===== config.mk =====
export PLATFORM = sky130hd
export DESIGN_NAME = ps2_rx_fifo
export DESIGN_NICKNAME = d
export VERILOG_FILES = /design/src/rtl/ps2_pkg.sv /design/src/rtl/ps2_line_filter.sv /design/src/rtl/ps2_rx_fifo.sv
export SDC_FILE = /design/constraint.sdc
export NUM_CORES = 1
export LEC_CHECK = 0
export ABC_AREA = 1
export BUFFER_PORTS_ARGS = -buffer_cell sky130_fd_sc_hd__buf_4
export CORE_MARGIN = 2
export CORE_UTILIZATION = 56
export CTS_CLUSTER_SIZE = 40
export DETAILED_ROUTE_END_ITERATION = 8
export PLACE_DENSITY = 0.76
export SYNTH_ARGS = -nofsm -noshare
export SYNTH_HDL_FRONTEND = slang
export SYNTH_SLANG_ARGS = --single-unit

===== constraint.sdc =====
create_clock -name clk -period 2.05 [get_ports clk]
set_input_delay 0.41 -clock clk [delete_from_list [all_inputs] [get_ports clk]]
set_output_delay 0.41 -clock clk [all_outputs]
set_load 0.01 [all_outputs]

===== src/rtl/ps2_pkg.sv =====
// ps2_pkg: shared state encoding and parity helper for the PS/2 receiver.
`default_nettype none

package ps2_pkg;

  typedef enum logic [1:0] {
    IDLE   = 2'd0,
    DATA   = 2'd1,
    PARITY = 2'd2,
    STOP   = 2'd3
  } ps2_rx_state_t;

  // True when the data byte plus its parity bit carry an odd number of ones.
  function automatic logic odd_parity_ok(input logic [7:0] bits, input logic par);
    return (^bits) ^ par;
  endfunction

endpackage

`default_nettype wire


===== src/rtl/ps2_line_filter.sv =====
// ps2_line_filter: 2-FF synchroniser plus deglitch counter for one PS/2 line.
`default_nettype none

module ps2_line_filter #(
  parameter int FILTER_LEN = 8
) (
  input  logic clk,
  input  logic reset,
  input  logic raw,
  output logic filt
);

  logic [1:0] sync;
  logic [7:0] cnt;

  always_ff @(posedge clk) begin
    if (reset) begin
      sync <= 2'b11;
      cnt  <= 8'd0;
      filt <= 1'b1;
    end else begin
      sync <= {sync[0], raw};
      // Any sample that agrees with the current level restarts the run.
      if (sync[1] == filt) begin
        cnt <= 8'd0;
      end else if (cnt == 8'(FILTER_LEN - 1)) begin
        filt <= sync[1];
        cnt  <= 8'd0;
      end else begin
        cnt <= cnt + 8'd1;
      end
    end
  end

endmodule

`default_nettype wire


===== src/rtl/ps2_rx_fifo.sv =====
// ps2_rx_fifo: PS/2 device-to-host receiver with frame checks and show-ahead byte FIFO.
// Optional host inhibit on ps2_clk_oe when PS2_RX_INHIBIT_EN is defined.
`default_nettype none

module ps2_rx_fifo
  import ps2_pkg::*;
#(
  parameter int FILTER_LEN  = 8,
  parameter int TIMEOUT_CYC = 50000,
  parameter int FIFO_DEPTH  = 8
) (
  input  logic       clk,
  input  logic       reset,
  input  logic       ps2_clk,
  input  logic       ps2_dat,
  input  logic       rd,
  output logic [7:0] data,
  output logic       valid,
  output logic       err_parity,
  output logic       err_frame,
  output logic       overflow,
  output logic       ps2_clk_oe
);

  localparam int AW = $clog2(FIFO_DEPTH);
  localparam int TW = $clog2(TIMEOUT_CYC + 1);

  logic fclk, fdat, fclk_q, bit_evt, bit_val, clk_edge;

  ps2_line_filter #(.FILTER_LEN(FILTER_LEN)) u_clk_filt (
    .clk(clk), .reset(reset), .raw(ps2_clk), .filt(fclk)
  );

  ps2_line_filter #(.FILTER_LEN(FILTER_LEN)) u_dat_filt (
    .clk(clk), .reset(reset), .raw(ps2_dat), .filt(fdat)
  );

  always_ff @(posedge clk) begin
    if (reset) begin
      fclk_q  <= 1'b1;
      bit_evt <= 1'b0;
      bit_val <= 1'b1;
    end else begin
      fclk_q  <= fclk;
      bit_evt <= fclk_q & ~fclk;
      bit_val <= fdat;
    end
  end

  assign clk_edge = fclk_q ^ fclk;

  ps2_rx_state_t state, state_n;
  logic [2:0]    bit_cnt, bit_cnt_n;
  logic [7:0]    shreg, shreg_n;
  logic          par_ok, par_ok_n;
  logic          push, perr, ferr;
  logic [TW-1:0] tcnt;
  logic          timeout;

  assign timeout = (state != IDLE) && (tcnt == TW'(TIMEOUT_CYC));

  always_ff @(posedge clk) begin
    if (reset || state == IDLE || clk_edge) begin
      tcnt <= '0;
    end else begin
      tcnt <= tcnt + 1'b1;
    end
  end

  always_ff @(posedge clk) begin
    if (reset) begin
      state   <= IDLE;
      bit_cnt <= 3'd0;
      shreg   <= 8'd0;
      par_ok  <= 1'b0;
    end else begin
      state   <= state_n;
      bit_cnt <= bit_cnt_n;
      shreg   <= shreg_n;
      par_ok  <= par_ok_n;
    end
  end

  always_comb begin
    state_n   = state;
    bit_cnt_n = bit_cnt;
    shreg_n   = shreg;
    par_ok_n  = par_ok;
    push      = 1'b0;
    perr      = 1'b0;
    ferr      = 1'b0;
    if (timeout) begin
      state_n = IDLE;
      ferr    = 1'b1;
    end else if (bit_evt) begin
      case (state)
        IDLE: begin
          if (!bit_val) begin
            state_n   = DATA;
            bit_cnt_n = 3'd0;
          end
        end
        DATA: begin
          shreg_n   = {bit_val, shreg[7:1]};
          bit_cnt_n = bit_cnt + 3'd1;
          if (bit_cnt == 3'd7) state_n = PARITY;
        end
        PARITY: begin
          par_ok_n = odd_parity_ok(shreg, bit_val);
          state_n  = STOP;
        end
        STOP: begin
          state_n = IDLE;
          if (!bit_val)     ferr = 1'b1;
          else if (!par_ok) perr = 1'b1;
          else              push = 1'b1;
        end
        default: state_n = IDLE;
      endcase
    end
  end

  logic [7:0]  mem [FIFO_DEPTH];
  logic [AW:0] wptr, rptr;
  logic        empty, full, pop, wr_en;

  assign empty = (wptr == rptr);
  assign full  = (wptr[AW] != rptr[AW]) && (wptr[AW-1:0] == rptr[AW-1:0]);
  assign pop   = rd & ~empty;
  // When full, a simultaneous pop frees the very slot being written.
  assign wr_en = push & (~full | pop);

  always_ff @(posedge clk) begin
    if (wr_en) mem[wptr[AW-1:0]] <= shreg;
  end

  always_ff @(posedge clk) begin
    if (reset) begin
      wptr       <= '0;
      rptr       <= '0;
      err_parity <= 1'b0;
      err_frame  <= 1'b0;
      overflow   <= 1'b0;
    end else begin
      if (wr_en) wptr <= wptr + 1'b1;
      if (pop)   rptr <= rptr + 1'b1;
      err_parity <= perr;
      err_frame  <= ferr;
      overflow   <= push & full & ~pop;
    end
  end

  assign valid = ~empty;
  assign data  = empty ? 8'h00 : mem[rptr[AW-1:0]];

`ifdef PS2_RX_INHIBIT_EN
  logic oe_q;
  always_ff @(posedge clk) begin
    if (reset) oe_q <= 1'b0;
    else       oe_q <= full && (state == IDLE);
  end
  assign ps2_clk_oe = oe_q;
`else
  assign ps2_clk_oe = 1'b0;
`endif

endmodule

`default_nettype wire


* Yosys cells after proc, flatten, opt, wreduce, memory -nomap -nowiden *
Memories as Yosys holds them, arrays and structs flattened. A register that Yosys moved wholly into a read port is not among the register bits.
Cells that the tools add are included.

storage, ports and cells
  RAM bits = 64
  input port bits = 5
  output and inout port bits = 13
  memories = 1
  flip-flop bits (word level) = 66
  logic and storage cells = 96

operators by class
  reductions and logical operators = 18
  muxes and demuxes = 20
  bitwise operators = 18
  eq/ne operators = 14
  add/subtract/negate cells = 6

memories
  name  depth  bits a word  rd ports  clocked after Yosys merged registers in  wr ports  line                RTL
  mem   8      8            1         1                                        1         ps2_rx_fifo.sv:123  logic [7:0] mem [FIFO_DEPTH];

operator list
  operator                                              count
  adder 16 x 1 -> 16 bit (second input constant)        1
  adder 8 x 1 -> 8 bit (second input constant)          2
  equality test 16 bit (second input constant)          1
  equality test 8 x 3 -> 1 bit (second input constant)  2
  2-to-1 mux 1 bit                                      12
  inverter 1 bit                                        10
  2-to-1 mux 3 bit                                      3
  AND reduction 3 bit                                   3
  adder 4 x 1 -> 4 bit (second input constant)          2
  2-to-1 mux 8 bit                                      1
  case mux 2 bit (4 select lines)                       1
  XOR reduction 8 bit                                   1
  case mux 3 bit (2 select lines)                       1
  OR reduction 3 bit                                    2
  AND 1 bit                                             5
  OR reduction 5 bit                                    1
  equality test 2 bit (second input constant)           2
  equality test 4 bit                                   1
  2-to-1 mux 2 bit                                      2
  inequality test 2 bit (second input constant)         2
  AND reduction 2 bit                                   2
  AND reduction 4 bit                                   1
  nonzero test 2 bit                                    2
  adder 3 x 1 -> 3 bit (second input constant)          1
  other kinds (11)                                      15

* Logic depth before layout (Yosys ltp) *
Gate-level depths: netlist (run 1).

  depth in word-level cells = 8
  mapped depth = 11
  mapped depth without buffers = 11

* Modules after synthesis *
Synthesis (run 1) repeated with hierarchy kept, for this count alone.

unflattened totals
  cell total of the unflattened synthesis = 710
  area total of the unflattened synthesis = 6158.4 um^2

modules (own cells, without submodules)
  module           area an instance (um^2)  seq. area each (um^2)  cells each  times used
  ps2_rx_fifo      5057.4                   2862.7                 556         1
  ps2_line_filter  550.5                    220.2                  77          2

* Least setup slack after synthesis (run 1) *
No wires, ideal clock.

  path kind = flip-flop to flip-flop
  start point = register state[0]
  end point = memory mem[1][0] (enable)
  path buffers = 0
  data arrival time = 1557 ps
  slack = 123 ps
  cell stages (with the launch flop) = 8
  cell sequence = dfxtp_1 ha_1 nand2_2 nor3b_4 nand2_2 nor2_4 nand2_2 nor2_1

on the way
  longest elaborated chain between the ends = 7
  elaborated cells on any way between the ends = 9

RTL lines
  item                                      line                RTL
  from (decl)                               ps2_rx_fifo.sv:52   ps2_rx_state_t state, state_n;
  from (signal assigned)                    ps2_rx_fifo.sv:77   state <= state_n;
  equality test 2 bit                       ps2_rx_fifo.sv:96   case (state)
  2-to-1 mux 1 bit                          ps2_rx_fifo.sv:96
  2-to-1 mux 1 bit                          ps2_rx_fifo.sv:95   end else if (bit_evt) begin
  2-to-1 mux 1 bit *                        ps2_rx_fifo.sv:92   if (timeout) begin
  AND 1 bit *                               ps2_rx_fifo.sv:131  assign wr_en = push & (~full | pop);
  2-to-1 mux 1 bit *                        ps2_rx_fifo.sv:134  if (wr_en) mem[wptr[AW-1:0]] <= shreg;
  2-to-1 mux 1 bit (not written as such) *  ps2_rx_fifo.sv:134
  to (decl)                                 ps2_rx_fifo.sv:123

Every way passes the cells marked *; elsewhere a longest branch is shown, timed or not.

* Worst setup path in the final report (run 1) *
  start point = register rptr[0]
  end point = output port data[3]

on the way
  longest elaborated chain between the ends = 2

RTL lines
  item                    line                RTL
  from (decl)             ps2_rx_fifo.sv:124  logic [AW:0] wptr, rptr;
  from (signal assigned)  ps2_rx_fifo.sv:146  if (pop) rptr <= rptr + 1'b1;
  equality test 4 bit     ps2_rx_fifo.sv:127  assign empty = (wptr == rptr);
  2-to-1 mux 8 bit        ps2_rx_fifo.sv:154  assign data = empty ? 8'h00 : mem[rptr[AW-1:0]];
  to (decl)               ps2_rx_fifo.sv:17   output logic [7:0] data,

Every way passes these cells.

==> results.yml, run 1 <==
floorplan:
  start_util: 0.5709
  fp.dieW_um: 106.1
  die_h_um: 106.1
  io_pins: 18
  rows: 37
  die-area_mm2: 0.01126
  core_area_mm2: 0.01023
sta:
  period_needed_ns: 2.261
  worst_slew_pin_slew_ns: 0.5288
  fmax_ghz: 0.4423
  slew_headroom: 0.6471
  finalCritPeriodShare: 1.103
  skew_ns: 0.006682
  rsz0062_at_grt: "yes"
  hold_viol: 0
  slew_violations: 0
  worst_slack_ns: -0.2111
  setup_viol: 9
  whs_ns: 0.06719
global_route:
  grt_max_degree: 33
  antenna_found_initial: 0
  grt_pass1_vias: 4337
  grt.total_usage: 0.2298
  grt_first_pass_wirelength_um: 20030
  gr-total-overflow: 0
clocking:
  cts_buffers: 17
  cts.htree.levels: 4
  cts-root-buf: "clkbuf_8"
  path_clk_slew_ns: 0.06
  worstSkewPairLatency_ns: 0.52
  clockBufferDepth: 2
  cts.sinks: 133
  cts-hold-fix-buffers: 0
  cts_tree: "done"
logic_synthesis:
  ys_seq_area_frac: 0.5656
  synth_cell_type_count: 40
  syn-num-nets: 664
  yosys_warnings: 0
  synth.top_cells.by_count: "nor2_1, nand2_1, dfxtp_1"
  synth_ff_type: "dfxtp_1"
  syn_avg_cell_area_um2: 9.041
  yosys.area.top_type_share: 0.3290
  synth_cells: 646
  async_flop_share: 0
  synthTopCellsByArea: "edfxtp_1, dfxtp_1, nor2_1, nand2_1, o21ai_0"
  yosys_register_bits: 133
  yosysMostFrequentCell: "nor2_1"
  netlist_area_mm2: 0.005841
  synth_top_area_cell: "edfxtp_1"
  synth_edf_count: 64
critical_path:
  cp_cell_sequence: "xor2_2, nor2_4, nand3_4, o21ai_1, a31oi_1, buf_4"
  setup.worst_path.class: "reg2out"
  crit_start: "rptr[0]"
  slowest_stage: "dfxtp_4"
  reg2reg_slack_ns: 0.08
  r2r-end: "mem[0][2]"
  arrival_ns: 1.85
  r2r_cells: 8
  cp_max_fo: 5
  end_kind: "primary output"
  required_ns: 1.64
  rr_startpoint: "wptr[1]"
  crit_end: "data[3]"
  critPathLaunchType: "flop"
  cpPeakStageDelay_ns: 0.37
detailed_routing:
  drtIter0Drc: 283
  antenna_left: 0
  dr.pass1.iters: 5
  wire_per_inst_um: 14.63
  drt_wl_total_um: 12200
  via_count: 4495
  vias_per_cell: 5.390
  drc_errors: 0
status:
  status: "finished, violations left"
  violations: "negative setup slack"
power_and_ir_drop:
  ir_worst_vdd_uv: 508.3
  pwr_density_cell_mw_per_mm2: 893.6
  p_leak_nw: 2.546
  total_power_mw: 6.201
placed_design:
  placed_cells: 797
  pre_cts_ws_ns: 0.04700
  io_buffers: 16
  place_congestion: 0.8522
  dp_hpwl_um: 7758
min_path:
  hold_depth: 2
  hold_path.class: "in2reg"
layout:
  syn2layout_area_growth_pct: 18.81
  drive_above_1_share: 0.1691
  multi_input_area_mm2: 0.002282
  regArea_mm2: 0.003322
  final_core_util: 0.6782
  diodes: 0
  fillers: 769
  stdcell_count: 834
  layout.nets: 703
job:
  maxCapViolations: 0
==> final cells by class <==
type / count / share of cell area
multi-input combinational: 426 / 0.3289
tap: 136 / 0.02452
inverter: 69 / 0.03750
timing repair buffer: 38 / 0.04634
clock inverter: 8 / 0.01442
clock buffer: 24 / 0.06960
sequential: 133 / 0.4787
==> cell usage in the layout (no fill, tap or decap), types with 3 or more instances in the layout <==
master,count
a21oi_1,31
a31oi_1,9
buf_4,33
buf_6,3
clkbuf_16,17
clkbuf_4,3
clkinv_2,4
dfxtp_1,60
dfxtp_2,6
dfxtp_4,3
edfxtp_1,64
ha_1,12
inv_1,65
nand2_1,90
nand2_2,5
nand3_1,26
nand3_2,4
nand3_4,3
nand4_1,7
nor2_1,113
nor2_2,3
nor2_4,6
nor3_1,8
nor3b_1,5
o21ai_0,43
o21ai_1,22
o21ai_2,4
or2_2,5
xnor2_1,3
xor2_1,10
==> per-stage QoR <==
stage | area (um^2) | TNS [ns]
floorplan | 5841 | 0
finish | 6939 | -1.533
CTS | 6850 | -1.960
detailed placement | 6173 | 0
global route | 6939 | -2.375
global placement | 6173 | 0
==> power by group <==
part	switching (mW)	internal [mW]	total, mW	leakage [nW]
clock	1.08	1.87	2.95	0.288
sequential	0.0148	2.77	2.79	1.00
combinational	0.265	0.193	0.458	1.25
==> cells by family (layout without fill, tap and decap cells) <==
kind of cell               Yosys count  in the layout  synth area share
AOI/OAI and AO/OA                  116            116            0.1060
other                                1              1         0.0006421
buffers and inverters               88            139           0.06255
adders and majority gates           13             13           0.02785
xor gates and xnor gates            16             16           0.02399
DFF                                133            133            0.5656
and+or+nand+nor                    279            280            0.2134
==> worst min-delay path by stage <==
stage                            start                  to  slack [ns]
floorplan           u_clk_filt.sync[0]  u_clk_filt.sync[1]        0.39
finish                         ps2_dat  u_dat_filt.sync[0]        0.07
global route                   ps2_clk  u_clk_filt.sync[0]        0.06
detailed placement  u_dat_filt.sync[0]  u_dat_filt.sync[1]        0.40
CTS                            ps2_dat  u_dat_filt.sync[0]        0.05
global placement    u_dat_filt.sync[0]  u_dat_filt.sync[1]        0.40
==> sequential cells by signal, summed over array words and instances (netlist names), named ones only <==
register and flops:
fclk_q 1, overflow 1, rptr 4, bit_evt 1, mem 64, u_dat_filt.cnt 8, tcnt 16, u_clk_filt.sync 2
wptr 4, err_frame 1, shreg 8, u_clk_filt.filt 1, par_ok 1, bit_val 1, u_clk_filt.cnt 8, bit_cnt 3
u_dat_filt.filt 1, state 2, err_parity 1, u_dat_filt.sync 2
==> metal layers <==
| metal | routed length, um | GRT usage | share of wire | vias up |
|---|---|---|---|---|
| li1 | - | - | - | 2219 |
| met1 | 5135 | 0.2750 | 0.42 | 2151 |
| met2 | 6319 | 0.3988 | 0.52 | 111 |
| met3 | 586 | 0.04966 | 0.048 | 14 |
| met4 | 157 | 0.09868 | 0.013 | 0 |
| met5 | 0 | 0 | 0 | - |
==> timing repair <==
| action | in CTS | in global routing |
|---|---|---|
| pin swaps | 2 | 2 |
| resized for setup | 27 | 31 |
| setup endpoints to repair | 9 | 57 |
| buffers inserted | 3 | 1 |
| gates cloned | 1 | 0 |
==> critical path: cells and delay by family (launching register included) <==
family | cells | cell delay, ns
compound gates | 2 | 0.21
xor+xnor | 1 | 0.19
buf+inv | 1 | 0.18
flops | 1 | 0.37
simple gates | 2 | 0.38
Note: power is estimated with default switching activity, not from simulation.
==> inputs of run 2 (changes only) <==
--- a/config.mk
+++ b/config.mk
@@ -7,11 +7,13 @@
 export LEC_CHECK = 0
 export ABC_AREA = 1
 export BUFFER_PORTS_ARGS = -buffer_cell sky130_fd_sc_hd__buf_4
+export CELL_PAD_IN_SITES_DETAIL_PLACEMENT = 1
+export CELL_PAD_IN_SITES_GLOBAL_PLACEMENT = 2
 export CORE_MARGIN = 2
-export CORE_UTILIZATION = 56
+export CORE_UTILIZATION = 35
 export CTS_CLUSTER_SIZE = 40
 export DETAILED_ROUTE_END_ITERATION = 8
-export PLACE_DENSITY = 0.76
+export PLACE_DENSITY = 0.82
 export SYNTH_ARGS = -nofsm -noshare
 export SYNTH_HDL_FRONTEND = slang
 export SYNTH_SLANG_ARGS = --single-unit
==> constraint.sdc (replaced) <==
create_clock -name clk -period 2.05 [get_ports clk]
set_input_delay 0.41 -clock clk [delete_from_list [all_inputs] [get_ports clk]]
set_output_delay 0.41 -clock clk [all_outputs]
set_load 0.05 [all_outputs]
==> run 2 against run 1 <==
- the flow still finishes with violations (negative setup slack)
- via count increased by 1.9%
- global-route usage decreased by 5.3 points
- sequential share of layout area decreased by 3.1 points
- sequential power about the same
- combinational power increased by 62%
- critical path depth increased by 1
- worst setup slack improved by 0.040 ns
- critical path type unchanged
- largest power group unchanged
==> results.yml, run 2 (same netlist as run 1, synthesis figures left out) <==
detailed_routing:
  wire_per_inst_um: 15.71
  dr.pass1.iters: 4
  drc_errors: 0
  via_count: 4582
  antenna_left: 0
  vias_per_cell: 4.880
  drt_wl_total_um: 14750
  drtIter0Drc: 203
critical_path:
  arrival_ns: 1.81
  required_ns: 1.64
  setup.worst_path.class: "reg2out"
  end_kind: "primary output"
  cp_max_fo: 16
  critPathLaunchType: "flop"
  reg2reg_slack_ns: 0.05
clocking:
  clockBufferDepth: 2
  path_clk_slew_ns: 0.06
  cts_tree: "done"
  cts-hold-fix-buffers: 0
  cts_buffers: 17
  cts.htree.levels: 4
  cts.sinks: 133
  worstSkewPairLatency_ns: 0.42
  cts-root-buf: "clkbuf_16"
job:
  maxCapViolations: 0
floorplan:
  start_util: 0.3547
  io_pins: 18
  die_h_um: 133.2
  die-area_mm2: 0.01774
  core_area_mm2: 0.01647
  rows: 47
  fp.dieW_um: 133.2
power_and_ir_drop:
  ir_worst_vdd_uv: 549.8
  p_leak_nw: 2.668
  pwr_density_cell_mw_per_mm2: 875.2
sta:
  fmax_ghz: 0.4502
  setup_viol: 8
  period_needed_ns: 2.221
  fin_tns_setup_ns: -0.9990
  skew_ns: 0.008527
  hold_viol: 0
  rsz0062_at_grt: "yes"
  slew_violations: 0
  worst_slack_ns: -0.1712
  finalCritPeriodShare: 1.083
layout:
  final_core_util: 0.4498
  diodes: 0
  layout.nets: 724
  drive_above_1_share: 0.2114
  syn2layout_area_growth_pct: 26.82
  layout_commonest_cell: "nor2_1"
  final_area_mm2: 0.007407
  largest_reg_flops: 64
  mostFrequentLayoutCells: "nor2_1, nand2_1, inv_1, edfxtp_1, dfxtp_1"
min_path:
  hold_path.class: "in2reg"
global_route:
  gr-total-overflow: 0
  grt_first_pass_wirelength_um: 24400
  grt_pass1_vias: 4904
  grt.total_usage: 0.1764
  grt_max_degree: 26
  antenna_found_initial: 0
status:
  status: "finished, violations left"
  violations: "negative setup slack"
placed_design:
  io_buffers: 16
  pre_cts_ws_ns: -0.05591
  dpl_cell_area_mm2: 0.006437
  place_congestion: 0.7694
  dp_hpwl_um: 9920
## run 2: cell count changes in the layout (fill, tap and decap cells not counted), sizes merged
cell,change
buf,+20
clkbuf,-5
clkinv,+5
inv,+1
## run 2: repair_timing
action	in CTS	in global routing
buffers inserted	4	9
resized for setup	57	30
endpoints found under the setup margin	41	59
cloned	3	1
endpoints found under the hold margin	0	0
pin swaps	4	15
## run 2: worst paths after layout
path | from | endpoint | cells after the start
max | flop | data[5] | 7
min | ps2_dat | u_dat_filt.sync[0] | 2
max reg2reg | rptr[1] | mem[4][3] | 8
min reg2reg | u_dat_filt.sync[0] | u_dat_filt.sync[1] | 1
## run 2: worst max-delay path, cell delays in order, from the launching register on
cell	delay (ns)
dfxtp_4	0.38
inv_4	0.11
buf_12	0.15
nor2_1	0.05
o21ai_1	0.20
o21ai_1	0.13
a31oi_2	0.17
buf_6	0.18
## run 2: power by group
group	internal, mW	switching [mW]
logic	0.290	0.453
registers	2.78	0.0211
clock network	1.78	1.17
total	4.84	1.64
## run 2: layer usage
layer	GRT usage	share of wire	vias up	wire length [um]
met5	0	0	-	0
met4	0.05674	0.016	0	240
met3	0.04148	0.028	19	412
met2	0.3207	0.52	62	7639
met1	0.2054	0.44	2236	6460
li1	-	-	2265	-
## run 2: per-stage QoR
step                      power, mW  hold WS [ns]  cells
final                         6.483        0.1714    939
after global routing          6.684        0.1598    939
after CTS                     6.493        0.1580    930
after detailed placement      3.420        0.4007    891
after global placement        3.403        0.3948    891
after floorplan               3.239        0.3895    646
## run 2: cell type report
class                      count  area, um^2
fill                        1908        9059
clock buffer                  18       429.2
multi-input combinational    426        2402
clock inverter                14       136.4
tap                          220       275.3
inverter                      69       262.8
timing repair buffer          59       583.1
sequential                   133        3318
